[config.mk]
export PLATFORM = sky130hd
export DESIGN_NAME = if_sequencer
export DESIGN_NICKNAME = d
export VERILOG_FILES = /design/src/rtl/if_sequencer.sv
export SDC_FILE = /design/constraint.sdc
export NUM_CORES = 1
export LEC_CHECK = 0
export CORE_MARGIN = 1.5
export CORE_UTILIZATION = 44
export DETAILED_ROUTE_END_ITERATION = 6
export PLACE_DENSITY = 0.92
export SKIP_CTS_REPAIR_TIMING = 1
export SYNTH_ARGS = -nofsm -noshare
export SYNTH_HDL_FRONTEND = slang
export SYNTH_SLANG_ARGS = --single-unit
[constraint.sdc]
create_clock -name clk -period 3.3 [get_ports clk]
set_clock_uncertainty 0.1 [all_clocks]
set_input_delay 0.66 -clock clk [delete_from_list [all_inputs] [get_ports clk]]
set_output_delay 0.66 -clock clk [all_outputs]
set_load 0.02 [all_outputs]
[src/rtl/if_sequencer.sv]
// if_sequencer: instruction-fetch sequencer.
// The FSM (IDLE/FETCH/HALTED/FAULT) drives a word-aligned pc onto imem_addr
// and registers the returned word into a single-entry instruction register
// with a valid/ready handshake toward decode.
// Optional feature: define IF_BOUNDS_CHECK_EN to trap fetches at or beyond
// MEM_WORDS into the sticky FAULT state (cleared only by rst).
module if_sequencer #(
   parameter logic [31:0] RESET_PC  = 32'h0000_0000,
   parameter int          MEM_WORDS = 100
) (
   input  logic        clk,
   input  logic        rst,
   input  logic        run,
   input  logic        halt,
   input  logic        redirect_valid,
   input  logic [31:0] redirect_pc,
   output logic [31:0] imem_addr,
   input  logic [31:0] imem_rdata,
   output logic        instr_valid,
   input  logic        instr_ready,
   output logic [31:0] instr,
   output logic [31:0] instr_pc,
   output logic [1:0]  state,
   output logic        fault,
   output logic [15:0] fetch_count
);

   typedef enum logic [1:0] {
      S_IDLE   = 2'd0,
      S_FETCH  = 2'd1,
      S_HALTED = 2'd2,
      S_FAULT  = 2'd3
   } state_t;

`ifdef IF_BOUNDS_CHECK_EN
   localparam bit BOUNDS_EN = 1'b1;
`else
   localparam bit BOUNDS_EN = 1'b0;
`endif

   localparam logic [31:0] MEM_WORDS_W = 32'(MEM_WORDS);
   localparam logic [31:0] ALIGN_MASK  = 32'hFFFF_FFFC;

   state_t      st;
   logic [31:0] pc;

   logic xfer;       // decode takes the held instruction this edge
   logic can_load;   // FETCH wants a new word and nothing overrides it
   logic oob;        // pc points past the end of instruction memory
   logic do_load;
   logic do_fault;
   logic do_redir;

   assign imem_addr = pc;
   assign state     = st;

`ifdef IF_BOUNDS_CHECK_EN
   assign fault = (st == S_FAULT);
`else
   assign fault = 1'b0;
`endif

   // Decode the per-cycle actions: transfer, load, redirect and range trap.
   always_comb begin
      xfer     = instr_valid & instr_ready;
      can_load = (st == S_FETCH) & ~halt & ~redirect_valid & (~instr_valid | instr_ready);
      oob      = BOUNDS_EN && ({2'b00, pc[31:2]} >= MEM_WORDS_W);
      do_load  = can_load & ~oob;
      do_fault = can_load & oob;
      do_redir = redirect_valid & ((st == S_FETCH) | (st == S_HALTED));
   end

   // FSM, pc, instruction register and transfer counter.
   always_ff @(posedge clk) begin
      if (rst) begin
         st          <= S_IDLE;
         pc          <= RESET_PC & ALIGN_MASK;
         instr_valid <= 1'b0;
         instr       <= 32'd0;
         instr_pc    <= 32'd0;
         fetch_count <= 16'd0;
      end else begin
         // A transfer counts even on a flushing edge.
         if (xfer && fetch_count != 16'hFFFF)
            fetch_count <= fetch_count + 16'd1;

         case (st)
            S_IDLE:   if (run && !halt) st <= S_FETCH;
            S_FETCH:  if (halt) st <= S_HALTED;
                      else if (do_fault) st <= S_FAULT;
            S_HALTED: if (run && !halt) st <= S_FETCH;
            S_FAULT:  st <= S_FAULT;
            default:  st <= S_IDLE;
         endcase

         // Redirect wins over a sequential load; a trapped fetch holds pc.
         if (do_redir)
            pc <= redirect_pc & ALIGN_MASK;
         else if (do_load)
            pc <= pc + 32'd4;

         if (do_redir)
            instr_valid <= 1'b0;
         else if (do_load)
            instr_valid <= 1'b1;
         else if (xfer)
            instr_valid <= 1'b0;

         if (do_load) begin
            instr    <= imem_rdata;
            instr_pc <= pc;
         end
      end
   end

endmodule

==> results by group, run 1 <==
Cells and area
  – Area delta synth->final: 43.4%
  – Layout cell share with drive strength beyond 1: 4.64%
  – Commonest cells after routing, fill and taps aside: 177 x clkdlybuf4s50_1, 146 x nand2_1, 111 x dfxtp_1
  – # diodes: 0
  – Most common cell after layout, fill and taps aside: clkdlybuf4s50_1
  – Fin nets: 849
  – Post-layout util: 64.3%

Setup path
  – Top Family by Delay on Critical Path: simple AND/OR/NAND/NOR gates
  – Worst path slowest cell: clkdlybuf4s50_1
  – Crit. End Element: flop
  – CP startpoint kind: input pin
  – Worst setup path start: redirect_valid
  – Crit path buf inv count: 1
  – Largest stage delay, worst path: 470 ps
  – Crit Path Category: input pin to flop
  – CP required: 3470 ps
  – Worst R2R Setup Slack: 770 ps
  – R2R Path Start: state[1]$_SDFFE_PP0P_
  – Worst path arrival time: 2840 ps
  – Reg2reg path depth: 7
  – Critical Path Fanout Max: 4
  – Worst R2R End: imem_addr[24]$_SDFFE_PP0P_
  – Crit-path cells: clkdlybuf4s50_1 > or3b_4 > nor4_2 > nand3_1 > or4_1 > a311oi_1

Drt
  – Via count: 4807
  – Via density: 5.25
  – Router iterations before antenna repair: 4
  – Detailed Route Iter0 Violations: 280
  – ANT nets after route: 0
  – Remaining DRCs: 0
  – Final wirelength: 13600 um
  – Routed len/inst: 14.8 um

Die
  – Initial core utilization: 44.9%
  – Core outline area: 10700 um2
  – Die Wd: 108 um
  – Die Y: 108 um
  – I/O Pins: 186
  – Site Rows: 38
  – Die Footprint: 11600 um2

Worst hold path
  – Hold EP: instr_pc[24]$_SDFFE_PP0P_
  – Min-delay worst type: flop to flop
  – Min-Delay Path Depth: 2
  – Hold wc startpoint: instr_pc[24]$_SDFFE_PP0P_

Synth
  – Mean Syn Cell Area: 7.94 um2
  – Ys async rst share: 0%
  – Post-synth EDFFs: 0
  – Simple-gate share of the synthesized area: 26.9%
  – Seq/Total Area, Yosys: 46.1%
  – Top post-synthesis cells by area: dfxtp_1 46%, nand2_1 11%, a21oi_1 7.5%
  – Synth Area in Adders: 1.82%
  – Dominant synthesized flop cell: dfxtp_1
  – Largest family of logic cells by synthesized area: simple AND/OR/NAND/NOR gates
  – Warnings from Yosys: 0
  – Syn Inst Count: 607
  – Flops & latches, synth: 111
  – Synth Cell Area: 4820 um2
  – Top cell type by total area after synthesis: dfxtp_1
  – XOR/XNOR Fraction of Synth Area: 5.27%
  – Multiplexer share of the synthesized area: 0.415%
  – Post-synthesis compound-gate area fraction: 15.1%
  – Synth top area share: 46.1%
  – Library cells used by synthesis: 47

Timing
  – Max Slew Vio Count: 0
  – TNS Setup: 0 ps
  – Max transition margin: 40.4%
  – Final Hold Viols: 0
  – Worst-margin pin slew: 888 ps
  – Fmax achieved: 0.374 GHz
  – Tcrit/Tclk final: 81.0%
  – Fin crit period: 2670 ps
  – Setup violators final: 0
  – RSZ-0062 raised after global routing: no

Pwr
  – Worst IR Drop VDD: 0.000429 V
  – Pwr dens: 577 nW/um2
  – Static Leak: 2.24 nW
  – Final Power: 3.99 mW

GRT
  – Total Routing Usage GR: 23.2%
  – Total grt overflow: 0
  – Antenna violations before repair: 0
  – Vias in the first global route: 4340
  – First-pass GRT wire length: 21600 um
  – Largest net degree at the start of global routing: 79

Status
  – Status: complete, no violations

Clock tree
  – CTS tree: built
  – # H-tree levels: 3
  – CTS root buf: clkbuf_8
  – Clk sink count: 111
  – Clock tree buffer depth: 2
  – Num CTS Buffers: 9
  – Clock Latency Late Sink: 370 ps
  – CTS clk-pin slew, worst paths: 100 ps

Job
  – Max-cap violation count: 0

Place
  – Port bufs: 178
  – HPWL after DPL: 9600 um
  – GPL Wtd Cong: 0.866
-- report_power, final --
group	internal, mW	switching, mW
Clock	0.300	0.472
Sequential	1.54	0.290
Combinational	0.638	0.747
-- state kept, by name (all words and copies together), names as in the netlist --
signal and cells:
instr 32, imem_addr 30, instr_pc 30, fetch_count 16
state 2, instr_valid 1
-- worst max path at each step --
stage,end,slack (ps),depth (start not counted)
2_1_floorplan,imem_addr[29]$_SDFFE_PP0P_,700,6
6_report,imem_addr[24]$_SDFFE_PP0P_,630,6
4_1_cts,imem_addr[24]$_SDFFE_PP0P_,640,6
3_5_place_dp,imem_addr[24]$_SDFFE_PP0P_,270,6
5_1_grt,imem_addr[27]$_SDFFE_PP0P_,530,6
3_3_place_gp,imem_addr[24]$_SDFFE_PP0P_,320,6
-- cell type report --
cell class | count | area [um2]
repair buffers | 189 | 1870
flip-flops and latches | 111 | 2220
multi-input cells | 449 | 2410
well taps | 140 | 175
clock buffers | 10 | 138
fillers | 891 | 3840
inverters | 12 | 45.0
clock inverters | 5 | 41.3
-- stage by stage --
stage	worst slack (ps)	std cells	hold WS [ps]	area, um2
floorplan	701	611	430	4830
global placement	318	901	341	6730
CTS	641	916	359	6910
finish	628	916	358	6910
global route	531	916	371	6910
detailed placement	268	901	345	6730
-- worst min-delay path, cell delays in order (launching register included) --
cell	delay, ps
dfxtp_1	320
nand2_1	50
a21oi_1	50
-- cells in the mapped netlist (all sizes together), types with 2 or more instances --
cell,n
nand2,148
dfxtp,111
a21oi,72
nor2,56
clkbuf,28
nand3,21
a211oi,20
xnor2,19
nand4,13
inv,12
buf,11
xor2,10
nor3,9
nor4,9
a311oi,7
ha,7
o21ai,6
or3,6
or4,6
a2111oi,3
a31oi,3
and4,3
o31ai,3
and2,2
and3,2
mux2i,2
nand2b,2
nor2b,2
nor3b,2
-- per-layer routing --
layer	up-vias	track usage (%)	share of wire, %
li1	2410	-	-
met1	2195	30.0	43
met2	166	38.0	47
met3	36	4.06	6.9
met4	0	9.87	3.0
met5	-	0	0
-- kinds of logic after synthesis --
group,count (synthesis)
adders and majority gates,7
AOI/OAI and AO/OA,121
and+or+nand+nor,285
buffers and inverters,51
muxes,2
other,1
DFF,111
xor gates and xnor gates,29
Power figures use the tool's default switching activity.
==> run 2, diff against run 1 <==
==> constraint.sdc (replaced) <==
create_clock -name clk -period 2.5 [get_ports clk]
set_clock_uncertainty 0.1 [all_clocks]
set_input_delay 0.5 -clock clk [delete_from_list [all_inputs] [get_ports clk]]
set_output_delay 0.5 -clock clk [all_outputs]
set_load 0.02 [all_outputs]
==> run 2 against run 1 <==
Worst setup slack got worse by 560 ps. Hold slack lost 0.91 ps. First-iteration DRC count rose by 20%. Via count is 5.8% higher. Utilization grew 3.3 points. Clock power is 63% higher. Final area is 5.2% higher. Critical path type is now flop to flop. Highest routed layer unchanged.
==> results by group, run 2 (synthesis results as in run 1) <==
Pwr
  – Worst IR Drop VDD: 0.000500 V (+16%)
  – Sw Ratio: 35.3% (-2.6 points)
  – Static Leak: 2.46 nW (+9.7%)
  – Cell-internal power: 3.72 mW (+50%)
  – Final Power: 5.75 mW (+44%)
  – Seq pwr share: 39.9% (-6.0 points)
  – Pwr dens: 791 nW/um2 (+37%)
  – Combinational power share: 38.2% (+3.4 points)
  – Clock power frac: 22.0% (+2.6 points)
  – Sw power: 2.03 mW (+34%)

Cells and area
  – # diodes: 0 (unchanged)
  – Layout cell share with drive strength beyond 1: 9.61% (+5.0 points)
  – Most common cell after layout, fill and taps aside: clkdlybuf4s50_1
  – Fillcell total: 860 (-3.5%)
  – Top reg by flops: instr
  – Finished Layout Cells: 952 (+3.9%)
  – Commonest cells after routing, fill and taps aside: 177 x clkdlybuf4s50_1, 146 x nand2_1, 110 x dfxtp_1
  – Fin nets: 886 (+4.4%)
  – Multi-input gate area: 2440 um2 (+1.0%)
  – Max FFs per register: 32 (unchanged)
  – Register area: 2220 um2 (about the same)
  – Area delta synth->final: 50.8%

Setup path
  – Worst path arrival time: 2610 ps (-230 ps)
  – Critical Path Fanout Max: 4 (unchanged)
  – CP required: 2670 ps (-800 ps)
  – Worst R2R Setup Slack: 70 ps (-700 ps)
  – Reg2reg path depth: 6 (-1)
  – CP startpoint kind: flop
  – Crit-path cells: inv_1 > ha_2 > or3b_4 > or4_4 > or3_1 > a311oi_2
  – R2R Path Start: state[1]$_SDFFE_PP0P_
  – Crit. End Element: flop
  – Worst R2R End: imem_addr[10]$_SDFFE_PP0P_
  – Largest stage delay, worst path: 550 ps (+80 ps)
  – Crit Path Category: flop to flop
  – Worst path slowest cell: or4_4

GRT
  – First-pass GRT wire length: 22300 um (+3.6%)
  – Antenna violations before repair: 0 (unchanged)
  – Total grt overflow: 0 (unchanged)
  – Largest net degree at the start of global routing: 46 (-42%)
  – Vias in the first global route: 4690 (+8.1%)
  – Total Routing Usage GR: 24.3% (+1.1 points)

Die
  – Die Footprint: 11600 um2 (unchanged)
  – Die Y: 108 um (unchanged)
  – Die Wd: 108 um (unchanged)
  – Core outline area: 10700 um2 (unchanged)
  – Site Rows: 38 (unchanged)
  – Initial core utilization: 44.9% (unchanged)
  – I/O Pins: 186 (unchanged)

Worst hold path
  – Hold wc startpoint: instr_pc[7]$_SDFFE_PP0P_
  – Min-Delay Path Depth: 2 (unchanged)
  – Hold EP: instr_pc[7]$_SDFFE_PP0P_
  – Min-delay worst type: flop to flop

Timing
  – Max transition margin: 52.8% (+12 points)
  – Fin crit period: 2430 ps
  – Worst-margin pin slew: 706 ps (-181 ps)
  – RSZ-0062 raised after global routing: yes
  – Max Slew Vio Count: 0 (unchanged)
  – Fmax achieved: 0.411 GHz
  – WHS: 357 ps (-0.906 ps)
  – Tcrit/Tclk final: 97.3%
  – Setup violators final: 0 (unchanged)
  – Final Hold Viols: 0 (unchanged)

Drt
  – Routed len/inst: 15.2 um (+2.7%)
  – Final wirelength: 14500 um (+6.7%)
  – Via density: 5.34 (+1.8%)
  – Via count: 5084 (+5.8%)
  – Remaining DRCs: 0 (unchanged)
  – Detailed Route Iter0 Violations: 337 (+20%)
  – ANT nets after route: 0 (unchanged)
  – Router iterations before antenna repair: 5 (+1)

Clock tree
  – # H-tree levels: 3 (unchanged)
  – CTS tree: built
  – CTS clk-pin slew, worst paths: 90 ps (about the same)
  – Clock Latency Late Sink: 370 ps (about the same)
  – CTS root buf: clkbuf_8
  – Clock tree buffer depth: 2 (unchanged)
  – Clk sink count: 111 (unchanged)
  – Num CTS Buffers: 9 (unchanged)

Place
  – Dpl cells: 938 (+4.1%)
  – HPWL after DPL: 10600 um (+9.9%)
  – Port bufs: 178 (unchanged)
  – GPL Wtd Cong: 0.856 (-1.1%)

Status
  – Status: complete, no violations

Job
  – Max-cap violation count: 0 (unchanged)
[run 2: changes by cell type in the layout (fill, tap and decap cells not counted), moves of 2 or more]
cell	previous run	this run
bufinv_16	0	3
buf_4	11	48
clkinvlp_4	2	0
a311oi_2	0	2
inv_6	3	0
a311oi_1	7	5
[run 2: worst max-delay path by stage]
stage	cells after the start	slack, ps	to	from
6_report	6	70	imem_addr[10]$_SDFFE_PP0P_	state[1]$_SDFFE_PP0P_
5_1_grt	8	-3	imem_addr[29]$_SDFFE_PP0P_	state[1]$_SDFFE_PP0P_
4_1_cts	6	4	imem_addr[10]$_SDFFE_PP0P_	state[1]$_SDFFE_PP0P_
3_5_place_dp	5	-320	imem_addr[10]$_SDFFE_PP0P_	halt
3_3_place_gp	5	-190	imem_addr[10]$_SDFFE_PP0P_	halt
2_1_floorplan	6	1	imem_addr[24]$_SDFFE_PP0P_	state[0]$_SDFFE_PP0P_
[run 2: area by class of cell]
cell class                      instances  area share [%]
Multi-Input combinational cell        449            33.6
Sequential cell                       111            30.6
Timing Repair Buffer                  226            29.6
Tap cell                              140            2.41
Clock buffer                           10            1.89
Clock inverter                          4            1.31
Inverter                               12           0.620
[run 2: worst max-delay path: cells and delay by family, from the launching register on]
family | cells | cell delay, ps
simple gates | 3 | 1300
fa+ha+maj | 1 | 210
buf+inv | 1 | 100
compound gates | 1 | 310
flops | 1 | 320
[run 2: power by group through the flow]
stage	Combinational (mW)	Clock (mW)	Sequential (mW)
6_report	2.19	1.26	2.29
5_1_grt	2.33	1.35	2.32
4_1_cts	2.17	1.28	2.28
3_5_place_dp	2.16	0	2.32
3_3_place_gp	2.11	0	2.31
2_1_floorplan	0.719	0	2.66
[run 2: routing by layer]
layer / track usage, % / part of all wire [%]
met4: 9.87 / 2.8
met1: 30.3 / 41
met2: 41.1 / 49
met5: 0 / 0
met3: 4.66 / 6.7
[run 2: metrics by stage]
| step | utilization [%] | area [um2] | setup slack [ps] | TNS, ps |
|---|---|---|---|---|
| floorplan | - | 4830 | 1.03 | 0 |
| global placement | 65.2 | 7010 | -191 | -4090 |
| detailed placement | 65.2 | 7010 | -320 | -6970 |
| CTS | 67.4 | 7240 | 4.46 | 0 |
| global route | 67.6 | 7270 | -2.63 | -2.63 |
| finish | 67.6 | 7270 | 67.4 | 0 |
==> run 3, diff against run 2 <==
--- a/config.mk
+++ b/config.mk
@@ -10,6 +10,7 @@
 export DETAILED_ROUTE_END_ITERATION = 6
 export PLACE_DENSITY = 0.92
 export SKIP_CTS_REPAIR_TIMING = 1
+export SKIP_LAST_GASP = 1
 export SYNTH_ARGS = -nofsm -noshare
 export SYNTH_HDL_FRONTEND = slang
 export SYNTH_SLANG_ARGS = --single-unit
==> run 3 against run 2 <==
First-iteration DRC count did not move. Sequential power about the same. Register-to-register slack hardly changed. Critical endpoint unchanged. Non-clock buffer count unchanged. Largest cell class unchanged. Clock-buffer cell count is the same.
==> results by group, run 3 (synthesis results as in run 1) <==
Cells and area
  – # diodes: 0 (unchanged)
  – Top reg by flops: instr
  – Fin nets: 886 (unchanged)
  – Layout cell share with drive strength beyond 1: 9.61% (unchanged)
  – Area delta synth->final: 50.8% (unchanged)
  – Commonest cells after routing, fill and taps aside: 177 x clkdlybuf4s50_1, 146 x nand2_1, 110 x dfxtp_1
  – Max FFs per register: 32 (unchanged)
  – Most common cell after layout, fill and taps aside: clkdlybuf4s50_1

Place
  – GPL Wtd Cong: 0.856 (unchanged)
  – Port bufs: 178 (unchanged)
  – HPWL after DPL: 10600 um (unchanged)

Setup path
  – Crit Path Category: flop to flop
  – CP required: 2670 ps (about the same)
  – Critical Path Fanout Max: 4 (unchanged)
  – Worst path arrival time: 2610 ps (about the same)
  – Crit. End Element: flop
  – CP startpoint kind: flop
  – Top Family by Delay on Critical Path: simple AND/OR/NAND/NOR gates
  – Crit path buf inv count: 1 (unchanged)
  – Crit-path cells: inv_1 > ha_2 > or3b_4 > or4_4 > or3_1 > a311oi_2
  – Worst path slowest cell: or4_4
  – Largest stage delay, worst path: 550 ps (about the same)

Clock tree
  – Clock Latency Late Sink: 370 ps (about the same)
  – CTS root buf: clkbuf_8
  – Num CTS Buffers: 9 (unchanged)
  – Clock tree buffer depth: 2 (unchanged)
  – CTS clk-pin slew, worst paths: 90 ps (about the same)
  – Clk sink count: 111 (unchanged)
  – # H-tree levels: 3 (unchanged)
  – CTS tree: built

GRT
  – First-pass GRT wire length: 22300 um (unchanged)
  – Largest net degree at the start of global routing: 46 (unchanged)
  – Total grt overflow: 0 (unchanged)
  – Antenna violations before repair: 0 (unchanged)
  – Total Routing Usage GR: 24.3% (unchanged)
  – Vias in the first global route: 4690 (unchanged)

Die
  – Die Y: 108 um (unchanged)
  – Core outline area: 10700 um2 (unchanged)
  – Initial core utilization: 44.9% (unchanged)
  – Die Footprint: 11600 um2 (unchanged)
  – I/O Pins: 186 (unchanged)
  – Site Rows: 38 (unchanged)
  – Die Wd: 108 um (unchanged)

Worst hold path
  – Min-delay worst type: flop to flop

Pwr
  – Static Leak: 2.46 nW (unchanged)
  – Worst IR Drop VDD: 0.000500 V (unchanged)
  – Final Power: 5.75 mW (unchanged)
  – Pwr dens: 791 nW/um2 (unchanged)

Timing
  – Final Hold Viols: 0 (unchanged)
  – Worst-margin pin slew: 706 ps (unchanged)
  – RSZ-0062 raised after global routing: yes
  – Tcrit/Tclk final: 97.3% (unchanged)
  – WHS: 357 ps (unchanged)
  – Fin crit period: 2430 ps (unchanged)
  – Fmax achieved: 0.411 GHz (unchanged)
  – Max Slew Vio Count: 0 (unchanged)
  – Setup violators final: 0 (unchanged)
  – Max transition margin: 52.8% (unchanged)

Status
  – Status: complete, no violations

Drt
  – Via count: 5084 (unchanged)
  – Detailed Route Iter0 Violations: 337 (unchanged)
  – Via density: 5.34 (unchanged)
  – Remaining DRCs: 0 (unchanged)
  – Router iterations before antenna repair: 5 (unchanged)
  – ANT nets after route: 0 (unchanged)
  – Final wirelength: 14500 um (unchanged)
  – Routed len/inst: 15.2 um (unchanged)

Job
  – Max-cap violation count: 0 (unchanged)
run 3: cell counts in the layout (fill, tap and decap cells not counted):
Identical to the previous run, type by type.
run 3: final cells by class:
type / count / area (um2)
clock inverter: 4 / 95.1
timing repair buffer: 226 / 2150
sequential: 111 / 2220
clock buffer: 10 / 138
multi-input combinational: 449 / 2440
inverter: 12 / 45.0
tap: 140 / 175
fill: 860 / 3480
run 3: where the power goes:
part	switching (mW)	internal [mW]
logic	1.19	1.01
registers	0.260	2.03
clock network	0.581	0.681
run 3: path summary, 6_finish.rpt:
| kind | startpoint | endpoint | slack, ps | cells past startpoint |
|---|---|---|---|---|
| setup / recovery | state[1]$_SDFFE_PP0P_ | imem_addr[10]$_SDFFE_PP0P_ | 70 | 6 |
| hold / removal | instr_pc[7]$_SDFFE_PP0P_ | instr_pc[7]$_SDFFE_PP0P_ | 360 | 2 |
| setup reg to reg | state[1]$_SDFFE_PP0P_ | imem_addr[10]$_SDFFE_PP0P_ | 70 | 6 |
| hold reg to reg | instr_pc[7]$_SDFFE_PP0P_ | instr_pc[7]$_SDFFE_PP0P_ | 360 | 2 |
run 3: worst min-delay path: cells and delay by family, from the launching register on:
kind               cells  cell delay (ps)
DFF                    1              320
and+or+nand+nor        1               50
AOI/OAI and AO/OA      1               50
run 3: layer usage:
metal  track usage (%)  vias up  share of wire (%)  wire length (um)
li1                  -     2473                  -                 -
met1              30.3     2351                 41              5970
met2              41.1      223                 49              7130
met3              4.66       37                6.7               963
met4              9.87        0                2.8               403
met5                 0        -                  0                 0
run 3: metrics by stage:
stage	cell area [um2]	TNS [ps]	utilization [%]	worst slack [ps]	cells
floorplan	4830	0	-	1.03	611
global placement	7010	-4090	65.2	-191	938
detailed placement	7010	-6970	65.2	-320	938
CTS	7240	0	67.4	4.46	952
global route	7270	-2.63	67.6	-2.63	952
finish	7270	0	67.6	67.4	952
